==> config.mk <==
export PLATFORM = sky130hd
export DESIGN_NAME = snake_body_scanner
export DESIGN_NICKNAME = d
export VERILOG_FILES = /design/src/rtl/snake_body_scanner.sv
export SDC_FILE = /design/constraint.sdc
export NUM_CORES = 1
export LEC_CHECK = 0
export ABC_AREA = 1
export ABC_CLOCK_PERIOD_IN_PS = 1900
export BUFFER_PORTS_ARGS = -buffer_cell sky130_fd_sc_hd__buf_2
export CAP_MARGIN = 40
export CORE_MARGIN = 2
export CORE_UTILIZATION = 45
export CTS_BUF_LIST = sky130_fd_sc_hd__clkbuf_8
export CTS_CLUSTER_DIAMETER = 120
export DETAILED_ROUTE_END_ITERATION = 16
export PLACE_DENSITY = 0.7
export SYNTH_ARGS = -nofsm -noshare
export SYNTH_HDL_FRONTEND = slang
export SYNTH_SLANG_ARGS = --single-unit
==> constraint.sdc <==
create_clock -name Clk -period 1.9 [get_ports Clk]
set_clock_uncertainty 0.1 [all_clocks]
set_input_delay 0.19 -clock Clk [delete_from_list [all_inputs] [get_ports Clk]]
set_output_delay 0.19 -clock Clk [all_outputs]
set_load 0.03 [all_outputs]
==> src/rtl/snake_body_scanner.sv <==
// snake_body_scanner: walks the segment register file and reports
// the first segment whose box contains a query point.
module snake_body_scanner #(
  parameter int SEG_SIZE = 16,
  parameter int COORD_W  = 10,
  parameter int DEPTH    = 15
) (
  input  logic                   Clk,
  input  logic                   Reset_n,
  input  logic                   Start,
  input  logic                   Skip_Head,
  input  logic [3:0]             Length,
  input  logic [COORD_W-1:0]     Query_X,
  input  logic [COORD_W-1:0]     Query_Y,
  input  logic [2*COORD_W-1:0]   Entry_Data,
  output logic [3:0]             Access_Index,
  output logic                   Busy,
  output logic                   Done,
  output logic                   Hit,
  output logic [3:0]             Hit_Index
);

  localparam int CW1 = COORD_W + 1;
  localparam logic [CW1-1:0] SEG = CW1'(SEG_SIZE);
  localparam logic [4:0] DEPTH_L = 5'(DEPTH);

  typedef enum logic [1:0] {
    ST_IDLE,
    ST_SCAN,
    ST_DONE
  } state_t;

  state_t state;

  logic [COORD_W-1:0] qx_q;
  logic [COORD_W-1:0] qy_q;
  logic [4:0]         limit_q;

  logic [CW1-1:0] ex;
  logic [CW1-1:0] ey;
  logic [CW1-1:0] qx;
  logic [CW1-1:0] qy;
  logic           match;
  logic [4:0]     lim_in;
  logic [3:0]     first;

  // One extra bit on every operand so Ex+SEG_SIZE never wraps.
  always_comb begin
    ex = {1'b0, Entry_Data[2*COORD_W-1:COORD_W]};
    ey = {1'b0, Entry_Data[COORD_W-1:0]};
    qx = {1'b0, qx_q};
    qy = {1'b0, qy_q};
    match = (qx >= ex) && (qx < ex + SEG) &&
            (qy >= ey) && (qy < ey + SEG);
    lim_in = ({1'b0, Length} > DEPTH_L) ?
             DEPTH_L : {1'b0, Length};
    first = Skip_Head ? 4'd1 : 4'd0;
  end

  always_ff @(posedge Clk or negedge Reset_n) begin
    if (!Reset_n) begin
      state        <= ST_IDLE;
      qx_q         <= '0;
      qy_q         <= '0;
      limit_q      <= '0;
      Access_Index <= '0;
      Busy         <= 1'b0;
      Done         <= 1'b0;
      Hit          <= 1'b0;
      Hit_Index    <= '0;
    end else begin
      unique case (state)
        ST_IDLE: begin
          Done <= 1'b0;
          if (Start) begin
            qx_q         <= Query_X;
            qy_q         <= Query_Y;
            limit_q      <= lim_in;
            Hit          <= 1'b0;
            Hit_Index    <= '0;
            Access_Index <= first;
            Busy         <= 1'b1;
            if ({1'b0, first} >= lim_in) begin
              state <= ST_DONE;
              Done  <= 1'b1;
            end else begin
              state <= ST_SCAN;
            end
          end
        end
        ST_SCAN: begin
          if (match) begin
            Hit       <= 1'b1;
            Hit_Index <= Access_Index;
            state     <= ST_DONE;
            Done      <= 1'b1;
          end else if ({1'b0, Access_Index} == limit_q - 5'd1) begin
            state <= ST_DONE;
            Done  <= 1'b1;
          end else begin
            Access_Index <= Access_Index + 4'd1;
          end
        end
        ST_DONE: begin
          Done  <= 1'b0;
          Busy  <= 1'b0;
          state <= ST_IDLE;
        end
        default: state <= ST_IDLE;
      endcase
    end
  end

endmodule
== Word-level counts from Yosys, hierarchy flattened ==
Cells that the tools add are included.
Storage, ports and cells
  register bits after elaboration: 37
  input port bits: 48
  output and inout bits: 11
  logic and storage cells: 62
Operators by class
  add/subtract/negate cells: 4
  order comparisons: 5
  equality and inequality tests: 8
  multiplexer cells: 23
  reductions and logical operators: 13
Operators with widths (count)
  $add A10 B5 Y11 const B: 2
  $lt A10 B11 Y1: 2
  $ge A10 B10 Y1: 2
  $mux W4: 5
  $pmux W4 S2: 2
  $mux W1: 8
  $mux W2: 4
  $ne A2 B2 Y1 const B: 4
  $reduce_and A2 Y1: 4
  $eq A4 B5 Y1: 1
  $sub A4 B1 Y5 const B: 1
  $add A4 B1 Y4 const B: 1
  $ge A1 B4 Y1: 1
  $pmux W1 S2: 2
  $pmux W2 S2: 1
  $reduce_and A4 Y1: 1
  $reduce_bool A2 Y1: 2
  $logic_and A1 B1 Y1: 3
  $ne A3 B3 Y1 const B: 1
  $pmux W1 S3: 1
  $reduce_and A3 Y1: 1
  $reduce_bool A3 Y1: 1
  $eq A2 B1 Y1 const B: 1
  $eq A2 B2 Y1 const B: 1
  $logic_not A2 Y1: 1

== Logic depth before layout (Yosys ltp) ==
Gate-level depths: netlist of run 1.
  depth after elaboration: 7
  gate-level depth with buffers: 18
  depth with buffers taken out: 18

== Worst setup path before layout of run 1 ==
Ideal clock, no wire load.
  kind: input to register
  start: input port Entry_Data[14]
  end: register Access_Index[1]
  library setup time: 0.119 ns
  arrival time: 1.745 ns
  data required time: 1.681 ns
  slack: -0.063 ns
  stages on the path: 17
  path buffers: 0
  cells stage by stage: ha_1 -> nand2_1 -> nor2_2 -> xor2_1 -> ha_1 -> nand2_1 -> nand2_1 -> nand2_1 -> nand2_1 -> nand2_1 -> nand2_1 -> nor2_2 -> nand3_2 -> nor2_4 -> nand2_4 -> nand3b_1 -> nand2_1
Between the ends
  word-level cells in the longest chain between the ends: 7
  elaborated cells on any way between the ends: 8
  those cells by class: add/sub (1); order compare (2); eq/ne (1); reduce/logical (4)
Ends and longest elaborated chain
  start, declared: line 15  | input logic [2*COORD_W-1:0] Entry_Data,
  $add A10 B5 Y11: line 53  | match = (qx >= ex) && (qx < ex + SEG) &&
  $lt A10 B11 Y1: line 53
  $logic_and A1 B1 Y1 (*) (2 in series): line 53
  $logic_and A1 B1 Y1 (*): line 54  | (qy >= ey) && (qy < ey + SEG);
  $ne A2 B2 Y1 (no source line) (*)
  $reduce_and A4 Y1 (no source line) (*)
  end signal, assigned: line 81  | Access_Index <= first;
  end signal, assigned: line 101  | Access_Index <= Access_Index + 4'd1;
  end, declared: line 16  | output logic [3:0] Access_Index,
Every way passes the cells marked *; elsewhere a longest branch is shown, timed or not.
A chain may end at the register's enable or synchronous reset.

== Final worst setup path of run 1 ==
  start: register qx_q[7]
  end: register Hit_Index[0]
Between the ends
  word-level cells in the longest chain between the ends: 6
  elaborated cells on any way between the ends: 7
  those cells by class: order compare (2); eq/ne (1); reduce/logical (4)
Ends and longest elaborated chain
  start, declared: line 35  | logic [COORD_W-1:0] qx_q;
  start signal, assigned: line 76  | qx_q <= Query_X;
  $lt A10 B11 Y1 or $ge A10 B10 Y1 (tied branches): line 53
  $logic_and A1 B1 Y1 (*) (2 in series): line 53
  $logic_and A1 B1 Y1 (*): line 54
  $ne A2 B2 Y1 (no source line) (*)
  $reduce_and A3 Y1 (no source line) (*)
  end signal, assigned: line 94  | Hit_Index <= Access_Index;
  end, declared: line 20  | output logic [3:0] Hit_Index
Marked as above.

==> implementation parameters, run 1 <==
Parameter                              Value

Floorplan
  Chip height ... 83.7 um
  Standard-cell rows ... 29
  Chip Width ... 83.7 um
  Initial core utilization ... 45.7%
  Ports placed on the boundary ... 59
  Die outline area ... 7000 um^2
  Core footprint ... 6240 um^2

Setup path
  Critical path startpoint category ... flip-flop
  Classification of the worst setup path ... reg -> reg
  Crit path arrival time ... 2040 ps
  Worst path required time ... 2040 ps
  Maximum fanout along the worst path ... 4
  Endpoint type of the worst setup path ... flip-flop

Detailed routing
  Sum of routed wire segments on met1 ... 3.35 mm
  Routed WL per cell ... 12.4 um
  DR WL met2 ... 3.49 mm
  Iteration-0 DRC Markers ... 67
  Post-route DRC violation count ... 0
  Number of optimization iterations in the first detailed-route pass ... 4
  Final ANT Viol Nets ... 0
  Number of vias per cell after detailed routing ... 4.83
  Overall routed net length ... 7.18 mm
  Uppermost layer routed ... met4
  Vias after detailed routing ... 2,785
  DR WL met3 ... 263 um

Timing
  Final Hold Viols ... 2
  Achievable clock frequency ... 527 MHz
  Minimum period implied by the final worst setup slack ... 1900 ps
  Setup TNS after final layout ... 0 ps
  Final setup violation count ... 0
  Setup repair after global routing missed its margin ... true
  Slew Limit Fails ... 0
  Final Cycle Share ... 99.9%
  Relative slew margins ... 65.6%
  Measured slew at the worst slew-check pin ... 511 ps
  Final setup margin ... 2.07 ps
  Tightest hold margin ... -5.74 ps

Yosys
  FF+latch count, synth ... 37
  Number of instances in the synthesized netlist ... 400
  Netlist cell types ... 24
  Seq/Total Area, Yosys ... 32.4%
  Yosys top cell area share ... 32.4%
  Post-synth net total ... 489
  Library cell occupying the most area in the post-synthesis netlist ... sky130_fd_sc_hd__dfrtp_1
  Synth Area per Inst ... 7.14 um^2
  Total of warnings raised by yosys ... 0
  Top post-synthesis cells by area ... sky130_fd_sc_hd__dfrtp_1, sky130_fd_sc_hd__nand2_1, sky130_fd_sc_hd__ha_1
  Post-Synthesis Cell Area ... 2860 um^2

Clock network
  Clock transition at the register clock pins on the worst setup and hold paths after CTS ... 80 ps
  Clk root buf ... sky130_fd_sc_hd__clkbuf_8
  Number of buffers created by CTS ... 5
  Clock insertion delay at the later pin of the skew report ... 300 ps
  TritonCTS clock tree ... built
  Maximum root-to-sink buffer count ... 2
  Sink count of the clock tree ... 37
  Deepest level of the CTS H-tree ... 2

Placement
  Instance area at placement ... 3400 um^2
  Count of input and output buffers ... 58
  Setup Slack @ Placement ... -300 ps
  Routability congestion estimate ... 0.798
  # placed instances ... 550
  Dpl hpwl ... 5.02 mm

Global route
  First-pass GRT wire length ... 11.6 mm
  Number of global-route vias before repair ... 2,656
  Residual overflow from global routing ... 0
  Number of antenna violations at the first check in global routing ... 0
  Pin count of the biggest net entering global routing ... 38
  GRT Util Overall ... 20.2%

Job
  Maxcap violations ... 0

Finish
  Nets@finish ... 588
  Most common library cell in the layout ignoring fill and taps ... sky130_fd_sc_hd__nand2_1
  Final std cell area, no fill ... 3940 um^2
  Commonest cells after routing, fill and taps aside ... sky130_fd_sc_hd__nand2_1, sky130_fd_sc_hd__buf_2, sky130_fd_sc_hd__inv_1
  Final non-filler cell total ... 577
  Fraction of layout instances using a drive strength above 1 ... 29.6%
  Diodes inserted ... 0
  Syn-to-layout area delta ... 38.1%

Power and ir drop
  VDD IR max ... 0.681 mV
  Pleak ... 2.20 nW
  Total power divided by cell area ... 1210 nW/um^2
  Tot Pwr ... 0.00476 W

Outcome
  Status ... finished, violations left
  Violations in the final reports ... hold timing

Hold path
  Hold WC Path Type ... in -> reg
[cells by family (layout without fill, tap and decap cells)]
family	after synthesis	in the layout	share of synthesized area, %
buffers and inverters	66	166	8.72
DFF	37	37	32.4
adders and majority gates	41	41	18.0
AOI/OAI and AO/OA	24	24	4.56
xor gates and xnor gates	15	15	4.60
and+or+nand+nor	217	217	31.7
[what timing repair did]
item | 4_1_cts | 5_1_grt
setup buffers | 0 | 4
pin swaps | 2 | 33
hold buffers | 15 | 0
resized for setup | 7 | 46
setup endpoints to repair | 9 | 12
endpoints found under the hold margin | 51 | 0
[power by group]
group | internal (W) | leakage (nW) | switching (W)
registers | 0.00110 | 0.468 | 0.000303
logic | 0.00123 | 1.69 | 0.00158
clock network | 0.000249 | 0.0491 | 0.000299
total | 0.00258 | 2.20 | 0.00218
[stage by stage]
stage	utilization (%)	hold WS, ps
after floorplan	-	-206
after global placement	54.4	169
after detailed placement	54.4	176
after CTS	58.5	0.395
after global routing	63.2	6.76
final	63.2	-5.74
[final cells by class]
cell class | instances | area, um^2
clock buffers | 5 | 68.8
clock inverters | 3 | 13.8
fillers | 570 | 2300
inverters | 60 | 225
multi-input cells | 297 | 1970
flip-flops and latches | 37 | 928
well taps | 77 | 96.3
repair buffers | 98 | 644
[synthesized netlist by cell type]
cell                       number
sky130_fd_sc_hd__nand2_1      157
sky130_fd_sc_hd__nor2_2         2
sky130_fd_sc_hd__inv_2          6
sky130_fd_sc_hd__nor2_1        18
sky130_fd_sc_hd__o211ai_1       1
sky130_fd_sc_hd__nand3_1       26
sky130_fd_sc_hd__a21o_1         3
sky130_fd_sc_hd__nand4_1        5
sky130_fd_sc_hd__buf_2          1
sky130_fd_sc_hd__clkbuf_1       5
sky130_fd_sc_hd__nor3_1         2
sky130_fd_sc_hd__xor2_1         9
sky130_fd_sc_hd__dfrtp_1       37
sky130_fd_sc_hd__nor4_1         1
sky130_fd_sc_hd__xnor2_1        6
sky130_fd_sc_hd__nand3_2        1
sky130_fd_sc_hd__nand3b_1       2
sky130_fd_sc_hd__clkinv_1       4
sky130_fd_sc_hd__ha_1          41
sky130_fd_sc_hd__inv_1         50
sky130_fd_sc_hd__a21oi_1       11
sky130_fd_sc_hd__o21ai_0        9
sky130_fd_sc_hd__nand2_4        2
sky130_fd_sc_hd__nor2_4         1
[flip-flops by register name (all words and copies together), names as in the netlist]
signal,flops
limit_q,4
qx_q,10
qy_q,10
Busy,1
state,2
Hit,1
Hit_Index,4
Done,1
Access_Index,4
[worst paths after layout]
| kind | slack [ps] | to | from | cells past startpoint |
|---|---|---|---|---|
| hold reg to reg | 380 | qx_q[1]$_DFFE_PN0P_ | qx_q[1]$_DFFE_PN0P_ | 2 |
| setup reg to reg | 2 | Hit_Index[0]$_DFFE_PN0P_ | qx_q[7]$_DFFE_PN0P_ | 14 |
| hold / removal | -6 | qy_q[0]$_DFFE_PN0P_ | Query_Y[0] | 3 |
| min in group asynchronous | 360 | qx_q[6]$_DFFE_PN0P_ | Reset_n | 3 |
| setup / recovery | 2 | Hit_Index[0]$_DFFE_PN0P_ | qx_q[7]$_DFFE_PN0P_ | 14 |
| max in group asynchronous | 970 | qy_q[5]$_DFFE_PN0P_ | Reset_n | 3 |
[worst max-delay path, stage by stage, from the launching register on]
cell	delay [ps]
sky130_fd_sc_hd__dfrtp_1	420
sky130_fd_sc_hd__buf_6	140
sky130_fd_sc_hd__ha_4	150
sky130_fd_sc_hd__nand2_2	50
sky130_fd_sc_hd__nand2_1	50
sky130_fd_sc_hd__nand2_1	50
sky130_fd_sc_hd__nand2_1	60
sky130_fd_sc_hd__nand2_2	80
sky130_fd_sc_hd__nand2_2	50
sky130_fd_sc_hd__nor2_2	110
sky130_fd_sc_hd__nand3_2	90
sky130_fd_sc_hd__nor2_4	180
sky130_fd_sc_hd__buf_4	140
sky130_fd_sc_hd__nand4_1	80
sky130_fd_sc_hd__nand2_1	90
[routing by layer]
layer / track usage (%) / vias up
met5: 0 / -
met4: 6.74 / 0
met3: 3.76 / 11
met2: 33.3 / 47
met1: 26.7 / 1280
li1: - / 1447
Note: power is estimated with default switching activity, not from simulation.
==> run 2, diff against run 1 <==
Settings changed: BUFFER_PORTS_ARGS -buffer_cell sky130_fd_sc_hd__buf_2 to not set, DONT_BUFFER_PORTS set to 1, PLACE_DENSITY 0.7 to 0.62.
==> implementation parameters, run 2 (synthesized netlist as in run 1, its figures left out) <==
Parameter                              Value

Finish
  Fraction of layout instances using a drive strength above 1 ... 18.3% (was 29.6%)
  Most common library cell in the layout ignoring fill and taps ... sky130_fd_sc_hd__nand2_1 (unchanged)
  Nets@finish ... 541 (was 588)
  Final non-filler cell total ... 530 (was 577)
  Commonest cells after routing, fill and taps aside ... sky130_fd_sc_hd__nand2_1, sky130_fd_sc_hd__inv_1, sky130_fd_sc_hd__dfrtp_1 (was sky130_fd_sc_hd__nand2_1, sky130_fd_sc_hd__buf_2, sky130_fd_sc_hd__inv_1)
  Diodes inserted ... 0 (unchanged)
  Registers with the most flip-flops ... qx_q x10, qy_q x10 (unchanged)
  Syn-to-layout area delta ... 29.3% (was 38.1%)
  Final Util ... 59.1% (was 63.2%)

Clock network
  Deepest level of the CTS H-tree ... 2 (unchanged)
  Clk root buf ... sky130_fd_sc_hd__clkbuf_8 (unchanged)
  Clock insertion delay at the later pin of the skew report ... 290 ps (was 300 ps)
  TritonCTS clock tree ... built (unchanged)
  Clock transition at the register clock pins on the worst setup and hold paths after CTS ... 80 ps (about the same)
  Sink count of the clock tree ... 37 (unchanged)
  Maximum root-to-sink buffer count ... 2 (unchanged)
  Number of buffers created by CTS ... 5 (unchanged)

Detailed routing
  Number of optimization iterations in the first detailed-route pass ... 6 (was 4)
  Routed WL per cell ... 12.8 um (was 12.4 um)
  Number of vias per cell after detailed routing ... 4.86 (was 4.83)
  Iteration-0 DRC Markers ... 92 (was 67)
  Final ANT Viol Nets ... 0 (unchanged)
  Vias after detailed routing ... 2,575 (was 2,785)
  Post-route DRC violation count ... 0 (unchanged)
  Overall routed net length ... 6.78 mm (was 7.18 mm)

Timing
  Setup TNS after final layout ... 0 ps (unchanged)
  Achievable clock frequency ... 531 MHz (was 527 MHz)
  Slew Limit Fails ... 0 (unchanged)
  Setup repair after global routing missed its margin ... true (unchanged)
  Minimum period implied by the final worst setup slack ... 1880 ps (was 1900 ps)
  Final Cycle Share ... 99.0% (was 99.9%)
  Final setup violation count ... 0 (unchanged)
  Final setup margin ... 18.4 ps (was 2.07 ps)
  Measured slew at the worst slew-check pin ... 435 ps (was 511 ps)
  Relative slew margins ... 70.7% (was 65.6%)
  Final Hold Viols ... 0 (was 2)

Global route
  GRT Util Overall ... 19.8% (was 20.2%)
  Residual overflow from global routing ... 0 (unchanged)
  First-pass GRT wire length ... 11.4 mm (was 11.6 mm)
  Number of antenna violations at the first check in global routing ... 0 (unchanged)
  Number of global-route vias before repair ... 2,603 (was 2,656)
  Pin count of the biggest net entering global routing ... 38 (unchanged)

Placement
  Routability congestion estimate ... 0.866 (was 0.798)
  Dpl hpwl ... 4.90 mm (was 5.02 mm)
  # placed instances ... 492 (was 550)
  Count of input and output buffers ... 0 (was 58)
  Setup Slack @ Placement ... -152 ps (was -300 ps)

Floorplan
  Chip height ... 83.7 um (unchanged)
  Standard-cell rows ... 29 (unchanged)
  Core footprint ... 6240 um^2 (unchanged)
  Ports placed on the boundary ... 59 (unchanged)
  Die outline area ... 7000 um^2 (unchanged)
  Chip Width ... 83.7 um (unchanged)
  Initial core utilization ... 45.7% (unchanged)

Hold path
  Worst-case hold path end point ... Access_Index[0]$_DFFE_PN0P_ (was qy_q[0]$_DFFE_PN0P_)
  Hold WC Path Type ... in -> reg (unchanged)
  Hold path depth ... 4 (was 3)
  Worst Min Path Start ... Skip_Head (was Query_Y[0])

Setup path
  Classification of the worst setup path ... reg -> reg (unchanged)
  Beginning of the worst register-to-register path ... qx_q[8]$_DFFE_PN0P_ (was qx_q[7]$_DFFE_PN0P_)
  End of the worst register-to-register path ... Hit_Index[3]$_DFFE_PN0P_ (was Hit_Index[0]$_DFFE_PN0P_)
  Endpoint type of the worst setup path ... flip-flop (unchanged)
  Critical path startpoint category ... flip-flop (unchanged)
  Worst path required time ... 1980 ps (was 2040 ps)
  Worst reg-to-reg setup slack ... 20 ps (was 2 ps)
  Number of cell instances on the worst register-to-register path ... 10 (was 14)
  Crit path arrival time ... 1970 ps (was 2040 ps)
  Maximum fanout along the worst path ... 5 (was 4)

Outcome
  Status ... finished clean (was finished, violations left)

Power and ir drop
  Total power divided by cell area ... 1240 nW/um^2 (was 1210 nW/um^2)
  VDD IR max ... 0.620 mV (was 0.681 mV)
  Pleak ... 2.01 nW (was 2.20 nW)

Job
  Maxcap violations ... 0 (unchanged)
==> run 2: layout make-up <==
class | instances | area, um^2
clock inverters | 3 | 13.8
multi-input cells | 297 | 1900
fillers | 606 | 2550
flip-flops and latches | 37 | 926
inverters | 60 | 225
repair buffers | 51 | 462
well taps | 77 | 96.3
clock buffers | 5 | 68.8
==> run 2: per-layer routing <==
metal	wire length (um)	track usage [%]	vias to the layer above
met5	0	0	-
met4	60	4.55	0
met3	333	4.45	4
met2	3370	34.3	38
met1	3010	25.2	1180
li1	-	-	1353
==> run 2: how the worst max path moves through the flow <==
stage / start / end / slack [ps] / cells after the start
2_1_floorplan: Entry_Data[14] / Access_Index[1]$_DFFE_PN0P_ / 10 / 17
3_3_place_gp: Entry_Data[4] / state[0]$_DFFE_PN0P_ / -110 / 13
3_5_place_dp: Entry_Data[14] / Access_Index[1]$_DFFE_PN0P_ / -150 / 17
4_1_cts: qx_q[5]$_DFFE_PN0P_ / Hit_Index[0]$_DFFE_PN0P_ / -2 / 10
5_1_grt: limit_q[0]$_DFFE_PN0P_ / Access_Index[0]$_DFFE_PN0P_ / -110 / 13
6_report: qx_q[8]$_DFFE_PN0P_ / Hit_Index[3]$_DFFE_PN0P_ / 20 / 10
==> run 2: worst max-delay path: stages, from the launching register on <==
cell	delay [ps]
sky130_fd_sc_hd__dfrtp_1	440
sky130_fd_sc_hd__ha_1	320
sky130_fd_sc_hd__nand2_2	70
sky130_fd_sc_hd__nor2_4	120
sky130_fd_sc_hd__nand3_2	80
sky130_fd_sc_hd__nand3_2	100
sky130_fd_sc_hd__nand2_2	60
sky130_fd_sc_hd__nor2_2	90
sky130_fd_sc_hd__nand4_1	190
sky130_fd_sc_hd__nand3_1	150
sky130_fd_sc_hd__nand2_1	50
==> run 2: stage by stage <==
stage | area, um^2 | hold WS (ps) | power (W)
floorplan | 2880 | -206 | 0.00302
global placement | 3110 | -205 | 0.00359
detailed placement | 3110 | -205 | 0.00364
CTS | 3500 | 49.9 | 0.00432
global route | 3690 | 95.4 | 0.00508
finish | 3690 | 77.2 | 0.00457
==> run 2: power breakdown <==
group          internal [W]  switching (W)  leakage, nW  total, W
logic               0.00115        0.00147         1.49   0.00262
registers           0.00110       0.000324        0.470   0.00142
clock network      0.000249       0.000286       0.0491  0.000536
total               0.00249        0.00208         2.01   0.00457
==> run 2: what timing repair did <==
item | CTS | global route
pin swaps | 10 | 26
hold buffers | 26 | 0
resized for setup | 9 | 30
setup buffers | 1 | 3
endpoints found under the hold margin | 61 | 0
setup endpoints to repair | 11 | 12
